[config.mk]
export PLATFORM = sky130hd
export DESIGN_NAME = alu_serial
export DESIGN_NICKNAME = d
export VERILOG_FILES = /design/src/rtl/alu_pkg.sv /design/src/rtl/alu_slice.sv /design/src/rtl/alu_serial.sv
export SDC_FILE = /design/constraint.sdc
export NUM_CORES = 1
export LEC_CHECK = 0
export BUFFER_PORTS_ARGS = -buffer_cell sky130_fd_sc_hd__buf_2
export CELL_PAD_IN_SITES_DETAIL_PLACEMENT = 1
export CELL_PAD_IN_SITES_GLOBAL_PLACEMENT = 1
export CORE_ASPECT_RATIO = 0.75
export CORE_MARGIN = 2
export CORE_UTILIZATION = 37
export CTS_CLUSTER_DIAMETER = 50
export DETAILED_ROUTE_END_ITERATION = 8
export GPL_TIMING_DRIVEN = 0
export MAX_ROUTING_LAYER = met4
export PLACE_DENSITY_LB_ADDON = 0.1
export SYNTH_ARGS = -nofsm -noshare
export SYNTH_HDL_FRONTEND = slang
export SYNTH_HIERARCHICAL = 1
export SYNTH_SLANG_ARGS = --single-unit
export TNS_END_PERCENT = 20
[constraint.sdc]
create_clock -name clk_i -period 2.75 [get_ports clk_i]
set_input_delay 0.55 -clock clk_i [delete_from_list [all_inputs] [get_ports clk_i]]
set_output_delay 0.55 -clock clk_i [all_outputs]
set_load 0.02 [all_outputs]
[src/rtl/alu_pkg.sv]
// Shared constants for the bit-serial ALU: opcodes, FSM encoding, slice
// function select and default geometry.
package alu_pkg;

  localparam int unsigned ALU_WIDTH_DEF = 32;
  localparam int unsigned ALU_SLICE_DEF = 1;

  // Opcodes are plain constants because ctrl_i may carry undefined codes.
  localparam logic [3:0] OP_AND = 4'b0000;
  localparam logic [3:0] OP_OR  = 4'b0001;
  localparam logic [3:0] OP_ADD = 4'b0010;
  localparam logic [3:0] OP_SUB = 4'b0110;
  localparam logic [3:0] OP_SLT = 4'b0111;
  localparam logic [3:0] OP_NOR = 4'b1100;

  typedef enum logic [1:0] {
    ST_IDLE = 2'd0,
    ST_RUN  = 2'd1,
    ST_DONE = 2'd2
  } alu_state_e;

  // Per-slice operation; NOR is AND with both operands inverted.
  typedef enum logic [1:0] {
    FN_AND = 2'd0,
    FN_OR  = 2'd1,
    FN_ADD = 2'd2
  } slice_fn_e;

  // Captured operation.
  typedef struct packed {
    logic [3:0] op;
  } alu_req_t;

  // SUB and SLT both run A + ~B + 1.
  function automatic logic op_is_sub(input logic [3:0] op);
    return (op == OP_SUB) || (op == OP_SLT);
  endfunction

endpackage

[src/rtl/alu_slice.sv]
// SLICE-bit combinational AND/OR/add slice with operand inverts and a
// ripple carry chain. msb_cin_o is the carry into the slice's top bit,
// used for signed overflow on the final slice.
module alu_slice
  import alu_pkg::*;
#(
  parameter int unsigned SLICE = ALU_SLICE_DEF
) (
  input  logic [SLICE-1:0] a_i,
  input  logic [SLICE-1:0] b_i,
  input  logic             a_inv_i,
  input  logic             b_inv_i,
  input  logic             cin_i,
  input  slice_fn_e        fn_i,
  output logic [SLICE-1:0] res_o,
  output logic             cout_o,
  output logic             msb_cin_o
);

  logic [SLICE-1:0] aa, bb;
  logic [SLICE:0]   c;

  assign aa   = a_inv_i ? ~a_i : a_i;
  assign bb   = b_inv_i ? ~b_i : b_i;
  assign c[0] = cin_i;

  for (genvar gi = 0; gi < SLICE; gi++) begin : g_bit
    assign c[gi+1] = (aa[gi] & bb[gi]) | (c[gi] & (aa[gi] ^ bb[gi]));
  end

  assign cout_o    = c[SLICE];
  assign msb_cin_o = c[SLICE-1];

  // Select the slice function.
  always_comb begin
    res_o = '0;
    case (fn_i)
      FN_AND:  res_o = aa & bb;
      FN_OR:   res_o = aa | bb;
      FN_ADD:  res_o = aa ^ bb ^ c[SLICE-1:0];
      default: res_o = '0;
    endcase
  end

endmodule

[src/rtl/alu_serial.sv]
// Bit-serial ALU: accepts an operation in IDLE, processes SLICE bits per
// clock in RUN (LSB slice first, carry held in a register between slices),
// then presents result and flags in DONE until the consumer takes them.
module alu_serial
  import alu_pkg::*;
#(
  parameter int unsigned WIDTH = ALU_WIDTH_DEF,
  parameter int unsigned SLICE = ALU_SLICE_DEF
) (
  input  logic             clk_i,
  input  logic             rst_i,
  input  logic             in_valid_i,
  output logic             in_ready_o,
  input  logic [WIDTH-1:0] src1_i,
  input  logic [WIDTH-1:0] src2_i,
  input  logic [3:0]       ctrl_i,
  output logic             out_valid_o,
  input  logic             out_ready_i,
  output logic [WIDTH-1:0] result_o,
  output logic             zero_o,
  output logic             cout_o,
  output logic             overflow_o
);

  localparam int unsigned N  = WIDTH / SLICE;
  localparam int unsigned CW = (N > 1) ? $clog2(N) : 1;

  alu_state_e       state_q;
  logic [CW-1:0]    cnt_q;
  logic             carry_q;
  logic [WIDTH-1:0] a_q, b_q, acc_q;
  alu_req_t         req_q;
  logic             in_ready_q, out_valid_q;
  logic [WIDTH-1:0] result_q;
  logic             zero_q, cout_q, ovf_q;

  // Slice controls decoded from the captured opcode.
  logic      a_inv, b_inv;
  slice_fn_e fn;
  logic [SLICE-1:0] sl_res;
  logic      sl_cout, sl_msb_cin;

  always_comb begin
    a_inv = 1'b0;
    b_inv = 1'b0;
    fn    = FN_AND;
    case (req_q.op)
      OP_AND:         fn = FN_AND;
      OP_OR:          fn = FN_OR;
      OP_ADD:         fn = FN_ADD;
      OP_SUB, OP_SLT: begin fn = FN_ADD; b_inv = 1'b1; end
      OP_NOR:         begin fn = FN_AND; a_inv = 1'b1; b_inv = 1'b1; end
      default:        fn = FN_AND;
    endcase
  end

  alu_slice #(.SLICE(SLICE)) u_slice (
    .a_i      (a_q[SLICE-1:0]),
    .b_i      (b_q[SLICE-1:0]),
    .a_inv_i  (a_inv),
    .b_inv_i  (b_inv),
    .cin_i    (carry_q),
    .fn_i     (fn),
    .res_o    (sl_res),
    .cout_o   (sl_cout),
    .msb_cin_o(sl_msb_cin)
  );

  // Accumulate slices from the top so slice 0 lands at bit 0 after N
  // shifts; on the final RUN edge derive result and flags.
  logic [WIDTH-1:0] acc_d;
  logic [WIDTH-1:0] fin_res;
  logic             fin_cout, fin_ovf, fin_zero, fin_known, sl_ovf;
  logic             last;

  always_comb begin
    acc_d     = (acc_q >> SLICE) | (WIDTH'(sl_res) << (WIDTH - SLICE));
    sl_ovf    = sl_msb_cin ^ sl_cout;
    last      = (cnt_q == CW'(N - 1));
    fin_res   = acc_d;
    fin_cout  = 1'b0;
    fin_ovf   = 1'b0;
    fin_known = 1'b1;
    case (req_q.op)
      OP_AND, OP_OR, OP_NOR: ;
      OP_ADD, OP_SUB: begin
        fin_cout = sl_cout;
        fin_ovf  = sl_ovf;
      end
      OP_SLT: begin
        fin_res  = {{(WIDTH-1){1'b0}}, sl_res[SLICE-1] ^ sl_ovf};
        fin_cout = sl_cout;
      end
      default: begin
        fin_res   = '0;
        fin_known = 1'b0;
      end
    endcase
    // Undefined opcodes report every flag, including zero, as 0.
    fin_zero = fin_known && (fin_res == '0);
  end

  // Control FSM with registered handshake and result outputs.
  always_ff @(posedge clk_i) begin
    if (rst_i) begin
      state_q     <= ST_IDLE;
      cnt_q       <= '0;
      carry_q     <= 1'b0;
      a_q         <= '0;
      b_q         <= '0;
      acc_q       <= '0;
      req_q       <= '{op: OP_AND};
      in_ready_q  <= 1'b1;
      out_valid_q <= 1'b0;
      result_q    <= '0;
      zero_q      <= 1'b1;
      cout_q      <= 1'b0;
      ovf_q       <= 1'b0;
    end else begin
      case (state_q)
        ST_IDLE: begin
          if (in_valid_i && in_ready_q) begin
            a_q        <= src1_i;
            b_q        <= src2_i;
            req_q      <= '{op: ctrl_i};
            cnt_q      <= '0;
            carry_q    <= op_is_sub(ctrl_i);
            in_ready_q <= 1'b0;
            state_q    <= ST_RUN;
          end
        end
        ST_RUN: begin
          a_q     <= a_q >> SLICE;
          b_q     <= b_q >> SLICE;
          acc_q   <= acc_d;
          carry_q <= sl_cout;
          cnt_q   <= cnt_q + CW'(1);
          if (last) begin
            result_q    <= fin_res;
            zero_q      <= fin_zero;
            cout_q      <= fin_cout;
            ovf_q       <= fin_ovf;
            out_valid_q <= 1'b1;
            state_q     <= ST_DONE;
          end
        end
        ST_DONE: begin
          if (out_ready_i) begin
            out_valid_q <= 1'b0;
            in_ready_q  <= 1'b1;
            state_q     <= ST_IDLE;
          end
        end
        default: begin
          out_valid_q <= 1'b0;
          in_ready_q  <= 1'b1;
          state_q     <= ST_IDLE;
        end
      endcase
    end
  end

  assign in_ready_o  = in_ready_q;
  assign out_valid_o = out_valid_q;
  assign result_o    = result_q;
  assign zero_o      = zero_q;
  assign cout_o      = cout_q;
  assign overflow_o  = ovf_q;

endmodule

==> reports/results.tsv, run 1 <==
stage	metric	value	unit
die	pin_count	109	
finish	final_common_cell	nand2_1	
sta	whs	375	ps
clock_network	clk_root_buffer_cell	clkbuf_16	
die	die_h	114	um
critical_path	path_buf_inv	3	
global_routing	grt_max_degree	17	
synth	synth-seq-cells	144	
flow_run	drv_cap	0	
critical_path	crit_arrival	3260	ps
finish	fill_cells	1982	
critical_path	crit_top_cell	buf_4	
finish	antenna_cells_inserted	0	
synth	yosysUniqueCellTypes	41	
critical_path	cp_max_fo	6	
routing	wl_per_cell	16.6	um
clock_network	cts_tree	yes	
hold_path	hold_depth	3	
finish	drive_above_1_share	20.5	%
synth	syn_nets	840	
routing	drt_first_pass_iters	4	
sta	finalWorstSetupSlack	-144	ps
finish	syn_to_final_growth	25.0	%
synth	avgSynthCellArea	7.87	sq um
outcome	violations	negative setup slack	
clock_network	cts.clk_slew.worst_paths	60	ps
finish	layout.nets	972	
routing	via_count	5843	
hold_path	min_to	a_q[31]$_SDFFE_PP0P_	
synth	synth-seq-area-share	48.0	%
critical_path	reg2reg_to	zero_o$_SDFFE_PP1P_	
critical_path	max_stage_delay	510	ps
pwr	powerDensity	716	mW/mm^2
sta	slew_headroom	58.8	%
synth	syn_inst	763	
critical_path	worstSetupPathType	register to register	
die	initial_core_util	37.6	%
die	die_w	151	um
critical_path	cp_data_required_time	3110	ps
clock_network	cts_buffers	17	
global_routing	grt_pass1_wl	30400	um
placement	portBuffers	107	
routing	route.detailed.drc	0	
synth	syn_area	0.00600	sq mm
critical_path	critPathLaunchType	register	
critical_path	r2r_start	req_q[3]$_SDFFE_PP0P_	
hold_path	hold_class	primary input to register	
routing	final_antenna_net_count	0	
placement	gp_congestion	0.776	
sta	setup_violations	2	
clock_network	clock_sinks	144	
global_routing	antenna_found_initial	0	
critical_path	cp_slowest_cell	fa_1	
critical_path	r2r_setup_slack	-140	ps
critical_path	critical_path.top_delay_family	compound AO/OA/AOI/OAI gates	
placement	dp_hpwl	13100	um
sta	fin_crit	2890	ps
pwr	ir_worst_vdd	0.514	mV
clock_network	cts.path.max_buffers	2	
finish	post-route-util	47.0	%
pwr	p_leak	0.00296	uW
sta	grt_setup_unrepaired	true	
critical_path	reg2reg_depth	12	
routing	drt_iter0_drc	236	
finish	final_cell_mix	nand2_1 (232), dfxtp_1 (141), buf_2 (125), a21oi_1 (82), nor2_1 (78)	
hold_path	min_from	src1_i[31]	
placement	place_area	0.00680	sq mm
finish	design_area	0.00750	sq mm
clock_network	clock_latency	420	ps
die	num_rows	40	
clock_network	cts_max_level	4	
outcome	status	complete, but fails checks	
finish	regArea	0.00289	sq mm
clock_network	hold_buffers	0	
routing	vias_per_cell	5.23	
critical_path	crit_chain	buf_4 > nand2b_1 > a21oi_2 > xor2_1 > inv_1 > fa_1 > nor2b_1 > o31a_1 > buf_4 > xnor2_2 > o221a_2 > and3b_1	
sta	post-route-period-util	105	%
sta	finalHoldViolCount	0	
die	dieArea	0.0173	sq mm
sta	tightestPinTransition	617	ps
sta	max_freq	346	MHz
global_routing	gr-usage-all-layers	23.0	%
routing	finalWirelength	18500	um
die	core-area	0.0160	sq mm
critical_path	end_kind	register	
sta	fin_tns_setup	-183	ps
sta	drv_slew	0	
finish	multiInputGateArea	0.00276	sq mm
global_routing	grt_pass1_vias	6065	
synth	yosys_warnings	6	
sta	clock_skew	11.7	ps
global_routing	grt_overflow	0	
[cell type report]
cell class / count / share of cell area [%]
Sequential cell: 144 / 38.6
Tap cell: 210 / 3.50
Multi-Input combinational cell: 546 / 36.8
Buffer: 66 / 4.75
Inverter: 6 / 0.300
Clock buffer: 19 / 5.77
Clock inverter: 12 / 2.48
Timing Repair Buffer: 114 / 7.84
[cell usage after synthesis, drive strengths merged]
| cell | instances | area, sq um |
|---|---|---|
| nand2 | 232 | 871 |
| dfxtp | 144 | 2880 |
| a21oi | 83 | 415 |
| nor2 | 78 | 293 |
| a311oi | 63 | 552 |
| nand3 | 38 | 190 |
| buf | 35 | 241 |
| clkbuf | 32 | 120 |
| nor4 | 8 | 50.1 |
| inv | 6 | 22.5 |
| ha | 4 | 50.1 |
| nand2b | 4 | 25.0 |
| nor2b | 4 | 25.0 |
| nand4 | 3 | 18.8 |
| xnor2 | 3 | 26.3 |
| a211oi | 2 | 15.0 |
| and4bb | 2 | 25.0 |
| nand3b | 2 | 15.0 |
| o21ai | 2 | 10.0 |
| a21o | 1 | 7.51 |
| a221oi | 1 | 8.76 |
| and2 | 1 | 6.26 |
| and2b | 1 | 7.51 |
| and3 | 1 | 6.26 |
| and3b | 1 | 8.76 |
| fa | 1 | 20.0 |
| mux2i | 1 | 10.0 |
| nand4b | 1 | 8.76 |
| nor3 | 1 | 5.00 |
| nor4b | 1 | 8.76 |
| o211ai | 1 | 7.51 |
| o21bai | 1 | 7.51 |
| o221a | 1 | 11.3 |
| o31a | 1 | 8.76 |
| or3 | 1 | 6.26 |
| or3b | 1 | 8.76 |
| xor2 | 1 | 8.76 |
[repair_timing]
action / 4_1_cts / 5_1_grt
pin swaps: 8 / 8
setup buffers: 6 / 1
resized for setup: 9 / 1
setup endpoints to repair: 2 / 2
[per-stage QoR]
stage	std cells	total power [uW]	setup WS (ps)
after CTS	1116	5400	-119
after floorplan	763	2720	59.8
after global placement	1080	2900	-210
after detailed placement	1080	2930	-338
after global routing	1117	5600	-298
final	1117	5370	-144
[cell families after synthesis]
logic type	Yosys count	share of synthesized area (%)
flip-flops	144	48.0
AND/OR/NAND/NOR	380	26.3
adder cells (fa/ha/maj)	5	1.17
buffers and inverters	73	6.40
AO/OA/AOI/OAI	156	17.4
multiplexers	1	0.167
XOR/XNOR	4	0.584
[worst min-delay path: cells and delay by family]
kind | cells | cell delay (ps)
AOI/OAI and AO/OA | 1 | 50
and+or+nand+nor | 1 | 40
buffers and inverters | 1 | 90
[sequential cells by signal (all words and copies together), names as in the netlist, 2 cells and up]
| register | count |
|---|---|
| b_q | 32 |
| acc_q | 31 |
| cnt_q | 5 |
| req_q | 4 |
| state_q | 2 |
| a_q | 32 |
| result_o | 32 |
[metal layers]
| layer | global-route usage [%] | up-vias | wire (um) |
|---|---|---|---|
| li1 | - | 2879 | - |
| met1 | 30.6 | 2835 | 9100 |
| met2 | 36.4 | 109 | 8530 |
| met3 | 3.63 | 20 | 660 |
| met4 | 7.10 | 0 | 231 |
| met5 | - | - | 0 |
[worst max path at each step]
stage                     startpoint                   to  slack, ps  depth (start not counted)
3_5_place_dp   req_q[3]$_SDFFE_PP0P_  zero_o$_SDFFE_PP1P_       -340                         12
5_1_grt        req_q[3]$_SDFFE_PP0P_  zero_o$_SDFFE_PP1P_       -300                         12
3_3_place_gp   req_q[3]$_SDFFE_PP0P_  zero_o$_SDFFE_PP1P_       -210                         12
4_1_cts        req_q[3]$_SDFFE_PP0P_  zero_o$_SDFFE_PP1P_       -120                         12
6_report       req_q[3]$_SDFFE_PP0P_  zero_o$_SDFFE_PP1P_       -140                         12
2_1_floorplan  req_q[3]$_SDFFE_PP0P_  zero_o$_SDFFE_PP1P_         60                         11
[report_power, final]
part	switching [uW]	internal, uW
Clock	939	1520
Sequential	71.0	2210
Combinational	397	240
(Power assumes the default switching activity.)
==> run 2, diff against run 1 <==
- CORE_UTILIZATION: 37 -> 38
- clock period: 2.75 -> 2.7 ns (I/O delays scaled with it)
==> run 2 against run 1 <==
The flow still finishes with violations (negative setup slack). Largest power group unchanged. Count of clock-buffer cells in the layout is 3 higher. Utilization is 2.5 points higher. Sequential power is 2% higher. Setup slack worse by 130 ps. Total power is 6.5% higher. Critical path type unchanged. Non-clock buffer count is 1 higher.
==> reports/results.tsv, run 2 (synthesis results as in run 1) <==
stage	metric	value	unit
global_routing	grt_pass1_wl	30000	um
sta	setup_violations	2	
flow_run	drv_cap	0	
placement	dp_hpwl	12900	um
sta	slew_headroom	59.2	%
clock_network	cts.clk_slew.worst_paths	60	ps
global_routing	met2_usage	36.8	%
outcome	violations	negative setup slack	
die	pin_count	109	
finish	final_common_cell	nand2_1	
routing	via_count	5891	
die	initial_core_util	39.2	%
finish	syn_to_final_growth	26.3	%
finish	layout.nets	973	
global_routing	grt_pass1_vias	6031	
routing	vias_per_cell	5.29	
routing	wl_per_cell	16.6	um
outcome	status	complete, but fails checks	
die	die_w	149	um
global_routing	use_met1	29.6	%
clock_network	cts_max_level	4	
sta	clock_skew	9.74	ps
clock_network	clock_latency	440	ps
global_routing	grt_max_degree	17	
critical_path	cp_data_required_time	3030	ps
sta	max_freq	337	MHz
sta	grt_setup_unrepaired	true	
clock_network	hold_buffers	0	
hold_path	hold_class	primary input to register	
pwr	p_leak	0.00302	uW
placement	gp_congestion	0.784	
pwr	powerDensity	754	mW/mm^2
sta	fin_tns_setup	-499	ps
global_routing	grt_overflow	0	
die	core-area	0.0153	sq mm
global_routing	antenna_found_initial	0	
pwr	total_power	5720	uW
routing	final_antenna_net_count	0	
clock_network	cts_buffers	17	
sta	finalHoldViolCount	0	
critical_path	critPathLaunchType	register	
critical_path	worstSetupPathType	register to register	
critical_path	critical_path.top_delay_family	compound AO/OA/AOI/OAI gates	
die	num_rows	39	
critical_path	cp_slowest_cell	fa_1	
critical_path	max_stage_delay	550	ps
clock_network	clk_root_buffer_cell	clkbuf_16	
critical_path	cp_max_fo	3	
sta	fin_crit	2970	ps
global_routing	gr-usage-all-layers	23.2	%
critical_path	path_buf_inv	3	
finish	drive_above_1_share	20.8	%
critical_path	crit_chain	inv_2 > or3_4 > a21oi_4 > xor2_1 > inv_1 > fa_1 > nor2b_1 > o31a_1 > buf_4 > xnor2_2 > o221a_2 > and3b_1	
routing	drt_iter0_drc	220	
sta	drv_slew	0	
clock_network	cts.path.max_buffers	2	
global_routing	grt_util_met3	4.64	%
critical_path	crit_arrival	3300	ps
placement	portBuffers	107	
routing	finalWirelength	18500	um
clock_network	cts_tree	yes	
sta	tightestPinTransition	612	ps
finish	antenna_cells_inserted	0	
sta	whs	357	ps
sta	finalWorstSetupSlack	-272	ps
finish	final_cell_mix	nand2_1 (232), dfxtp_1 (141), buf_2 (125), a21oi_1 (82), nor2_1 (78)	
critical_path	end_kind	register	
clock_network	clock_sinks	144	
global_routing	top_usage_layer	met2	
die	dieArea	0.0168	sq mm
routing	drt_first_pass_iters	4	
routing	route.detailed.drc	0	
pwr	ir_worst_vdd	0.387	mV
sta	post-route-period-util	110	%
die	die_h	113	um
-- run 2: path summary, 6_finish.rpt --
| path | start | slack (ps) | end | depth (start not counted) |
|---|---|---|---|---|
| setup / recovery | req_q[3]$_SDFFE_PP0P_ | -270 | zero_o$_SDFFE_PP1P_ | 12 |
| hold / removal | ctrl_i[3] | 360 | req_q[3]$_SDFFE_PP0P_ | 3 |
| setup reg to reg | req_q[3]$_SDFFE_PP0P_ | -270 | zero_o$_SDFFE_PP1P_ | 12 |
| hold reg to reg | result_o[8]$_SDFFE_PP0P_ | 450 | result_o[8]$_SDFFE_PP0P_ | 2 |
-- run 2: power by group --
part	total (uW)	switching (uW)	internal (uW)
sequential	2320	73.3	2250
combinational	659	411	248
clock	2740	913	1830
-- run 2: tightest hold or removal path, delay by kind of cell --
family	cells	cell delay, ps
AO/OA/AOI/OAI	1	50
AND/OR/NAND/NOR	1	50
buffers and inverters	1	100
-- run 2: what timing repair did --
action                                  4_1_cts  5_1_grt
pin swaps                                     8        7
hold endpoints to repair                      0        0
endpoints found under the setup margin        2        2
gates resized for setup                       8        4
setup buffers                                 5        3
-- run 2: cell type report --
class / count / area [sq um]
Multi-Input combinational cell: 546 / 2780
Clock buffer: 22 / 484
Inverter: 6 / 22.5
Clock inverter: 9 / 201
Timing Repair Buffer: 115 / 596
Sequential cell: 144 / 2890
Buffer: 66 / 357
Fill cell: 1915 / 7740
Tap cell: 205 / 256
-- run 2: per-stage QoR --
stage	cell area, sq um	utilization (%)	setup slack, ps	cells
5_1_grt	7590	49.5	-378	1113
3_3_place_gp	6800	44.4	-252	1075
6_report	7590	49.5	-272	1113
4_1_cts	7540	49.2	-315	1110
3_5_place_dp	6800	44.4	-361	1075
2_1_floorplan	6010	-	9.81	763
-- run 2: layer usage --
layer	wire (um)	vias to the layer above	share of wire, %
li1	-	2887	-
met1	9040	2870	49
met2	8540	114	46
met3	672	20	3.6
met4	217	0	1.2
met5	0	-	0
